<file path="config.mk">
export PLATFORM = sky130hd
export DESIGN_NAME = traffic_phase_controller
export DESIGN_NICKNAME = d
export VERILOG_FILES = /design/src/rtl/traffic_phase_controller.sv
export SDC_FILE = /design/constraint.sdc
export NUM_CORES = 1
export LEC_CHECK = 0
export CAP_MARGIN = 20
export CORE_MARGIN = 2
export CORE_UTILIZATION = 35
export DETAILED_ROUTE_END_ITERATION = 7
export GPL_ROUTABILITY_DRIVEN = 0
export PLACE_DENSITY_LB_ADDON = 0.3
export SETUP_SLACK_MARGIN = 0.1
export SLEW_MARGIN = 20
export SYNTH_ARGS = -nofsm -noshare
export SYNTH_HDL_FRONTEND = slang
export SYNTH_SLANG_ARGS = --single-unit
</file>
<file path="constraint.sdc">
create_clock -name clock -period 4 [get_ports clock]
set_input_delay 0.6 -clock clock [delete_from_list [all_inputs] [get_ports clock]]
set_output_delay 0.6 -clock clock [all_outputs]
set_load 0.01 [all_outputs]
</file>
<file path="src/rtl/traffic_phase_controller.sv">
// traffic_phase_controller: GREEN/YELLOW/RED sequencer with BCD countdown and pedestrian-request shortening.
module traffic_phase_controller #(
    parameter int GREEN_TIME  = 30,
    parameter int YELLOW_TIME = 5,
    parameter int RED_TIME    = 20,
    parameter int PED_SHORT   = 10
) (
    input  logic       clock,
    input  logic       reset,
    input  logic       tick,
    input  logic       enable,
    input  logic       ped_req,
    output logic       light_green,
    output logic       light_yellow,
    output logic       light_red,
    output logic       ped_walk,
    output logic       ped_pending,
    output logic [1:0] dozens,
    output logic [3:0] units,
    output logic       phase_done
);
    generate
        if (GREEN_TIME < 1 || GREEN_TIME > 30 || YELLOW_TIME < 1 || YELLOW_TIME > 30 ||
            RED_TIME < 1 || RED_TIME > 30 || PED_SHORT < 1 || PED_SHORT > GREEN_TIME) begin : g_bad_param
            $error("traffic_phase_controller: phase length parameter out of range");
        end
    endgenerate

    typedef enum logic [1:0] {RED, GREEN, YELLOW} phase_t;

    function automatic logic [5:0] bcd(input int n);
        return {2'(n / 10), 4'(n % 10)};
    endfunction

    phase_t     state, state_n;
    logic [1:0] dozens_n;
    logic [3:0] units_n;
    logic       pending_n, done_n;
    logic       run, last, trunc;
    logic [4:0] remaining;

    assign remaining = 5'(dozens) * 5'd10 + 5'(units);
    assign run       = enable & tick;
    assign last      = {dozens, units} == 6'h01;
    // A tick always takes priority; shortening only happens on tick-free cycles.
    assign trunc     = enable & !tick & ped_pending & (state == GREEN) & (remaining > 5'(PED_SHORT));

    always_comb begin
        state_n             = state;
        {dozens_n, units_n} = {dozens, units};
        done_n              = 1'b0;
        pending_n           = ped_pending | (ped_req & (state != RED));
        if (run & last) begin
            done_n = 1'b1;
            case (state)
                RED: begin
                    state_n             = GREEN;
                    {dozens_n, units_n} = bcd(GREEN_TIME);
                end
                GREEN: begin
                    state_n             = YELLOW;
                    {dozens_n, units_n} = bcd(YELLOW_TIME);
                end
                default: begin
                    state_n             = RED;
                    {dozens_n, units_n} = bcd(RED_TIME);
                    pending_n           = 1'b0;
                end
            endcase
        end else if (run) begin
            units_n  = units == 4'd0 ? 4'd9 : units - 4'd1;
            dozens_n = units == 4'd0 ? dozens - 2'd1 : dozens;
        end else if (trunc) begin
            {dozens_n, units_n} = bcd(PED_SHORT);
        end
    end

    always_ff @(posedge clock or posedge reset) begin
        if (reset) begin
            state           <= RED;
            {dozens, units} <= bcd(RED_TIME);
            ped_pending     <= 1'b0;
            phase_done      <= 1'b0;
        end else begin
            state           <= state_n;
            {dozens, units} <= {dozens_n, units_n};
            ped_pending     <= pending_n;
            phase_done      <= done_n;
        end
    end

    assign light_red    = state == RED;
    assign light_green  = state == GREEN;
    assign light_yellow = state == YELLOW;
    assign ped_walk     = state == RED;
endmodule

</file>
==> results.ini <==
[status]
outcome = finished, final reports clean

[routing]
routed_wl_mm = 1.48
met1_length_um = 653
drt_iter0_drc = 12
met2_wirelength_um = 773
wl_per_cell_um = 12.9
wl_met3_um = 53
highest_layer = met3
via_count = 601
dr.pass1.iters = 4
viasPerCell = 5.23
drc = 0
ant_nets = 0

[clock_tree]
clk_path_buf_depth = 2
cts_setup_buffers = 0
numCtsBuffers = 3
root_buffer = clkbuf_4
cts_hold_buf = 0
clock-sinks = 10
cts.clk_slew.worst_paths_ps = 70
cts_resized = 0
insertion_delay_ps = 270
cts_tree = built
htree_levels = 1

[timing]
slew_violations = 0
setup_viol = 0
period_minus_slack_ps = 2260
rsz0062_at_grt = no
whs_ps = 549
hold_violations = 0
finalSetupTns_ps = 0
maxSlewHeadroom_pct = 73.9
setup_slack_ps = 1740
period_share_pct = 56.5
worst_clock_skew_ps = 1.08
clock.fmax_mhz = 442
tightest_slew_ps = 389

[setup_path]
worstPathArrival_ps = 1660
critPathMaxStageDelay_ps = 600
endpoint_kind = primary output
path_cells = nor2b_1, clkdlybuf4s50_1
cp_num_buf_inv = 1
cp_top_family = buffers and inverters
critPathLaunchType = flip-flop
cp_max_fo = 5
cp.required_ps = 3400
crit_type = flip-flop to primary output
critPathSlowestCell = clkdlybuf4s50_1
r2r_setup_slack_ps = 1780

[final_layout]
final_util_pct = 48.0
diodes = 0
drive_gt1_share_pct = 12.5
area.growth.synth_to_final_pct = 31.8
num-nets-final = 99

[die]
die_h_um = 48.7
core.rowCount = 16
die_w_um = 48.7
fp.dieArea_sq_um = 2380
num_io_pins = 17
initial_core_util_pct = 36.5
fp.coreArea_sq_um = 1920

[logic_synthesis]
syn_nets = 79
synth_top_area_cell = dfrtp_1
synth_area_leaders = dfrtp_1, ha_1, a21oi_1, dfstp_2, a22o_1
yosysUniqueCellTypes = 33
synth.yosys.warnings = 0
syn_area_sq_um = 701
synth_edf_count = 0
synth_top_area_share_pct = 32.1
async_flop_share_pct = 100
synth_cells = 69
ys.flop_type = dfrtp_1
syn_area_per_cell_sq_um = 10.2
ys_ff_latch = 10
yosysSeqAreaShare_pct = 35.9

[pwr]
p_total_mw = 0.732
p_leak_nw = 0.382
peakVddDrop_mv = 0.328
powerDensity_nw_per_um2 = 793

[placement]
numPortBuffers = 16
dp_worst_setup_slack_ps = 1800
hpwl_mm = 1.12

[grt]
grt_max_degree = 11
track_usage_pct = 14.3
antenna_found_initial = 0
grt_pass1_wl_mm = 2.68
grt_pass1_vias = 630
grt_overflow_total = 0

[worst_hold_path]
holdCritPathClass = flip-flop to flip-flop

[job]
cap_violations = 0

layout make-up:
type / count / area [sq um]
clock buffers: 4 / 36.3
fillers: 207 / 998
inverters: 4 / 15.0
multi-input cells: 54 / 427
flip-flops and latches: 10 / 251
well taps: 27 / 33.8
repair buffers: 16 / 160
through the flow:
step                std cells  instance area, sq um
global placement          111                   887
finish                    115                   923
detailed placement        111                   887
CTS                       115                   923
global route              115                   923
floorplan                  69                   701
per-layer routing:
| layer | vias to the layer above | track usage (%) |
|---|---|---|
| li1 | 303 | - |
| met1 | 281 | 16.7 |
| met4 | 0 | 4.29 |
| met5 | - | 0 |
| met3 | 0 | 3.70 |
| met2 | 17 | 25.6 |
power breakdown:
part	switching [mW]	internal, mW	leakage, nW
clock network	0.0359	0.0553	0.0210
registers	0.0732	0.141	0.121
logic	0.203	0.224	0.240
total	0.312	0.421	0.382
cell families after synthesis:
logic type,after synthesis,synth area share (%)
AOI/OAI and AO/OA,23,21.6
and+or+nand+nor,22,23.6
DFF,10,35.9
buffers and inverters,5,3.21
adders and majority gates,5,10.0
xor gates and xnor gates,2,2.50
muxes,2,3.21
flip-flops by register name (all words and copies together), names as in the netlist:
name and flops:
state 2, phase_done 1, units 4, ped_pending 1, dozens 2
path summary, 6_finish.rpt:
check                           startpoint     endpoint  cells past startpoint
max in group asynchronous            reset    dozens[1]                      2
worst min register to register    state[1]  ped_pending                      1
worst max-delay path              state[0]  light_green                      2
worst min-delay path              state[1]  ped_pending                      1
worst max register to register    units[1]     units[2]                      6
min in group asynchronous            reset     state[1]                      2
cells in the mapped netlist (all sizes together) (2+ instances only):
master and n:
o21ai 4, ha 4, nand2 4, dfrtp 9, inv 4, nor4 2, nor3 4, nor2b 2
xnor2 2, nor2 3, a21oi 8, o2bb2ai 2, a22o 3, mux2 2
layout by cell type, fill, tap and decap left out, drive strengths merged:
cell type / n
a211oi: 1
a21o: 1
a21oi: 8
a221o: 1
a22o: 3
a31oi: 1
and2: 1
and2b: 1
and3: 1
clkbuf: 4
clkdlybuf4s50: 16
dfrtp: 9
dfstp: 1
fa: 1
ha: 4
inv: 4
mux2: 2
nand2: 4
nand3: 1
nand3b: 1
nand4b: 1
nor2: 3
nor2b: 2
nor3: 4
nor4: 2
nor4bb: 1
o21ai: 4
o2bb2ai: 2
o31ai: 1
o32ai: 1
xnor2: 2
Note: power is estimated with default switching activity, not from simulation.
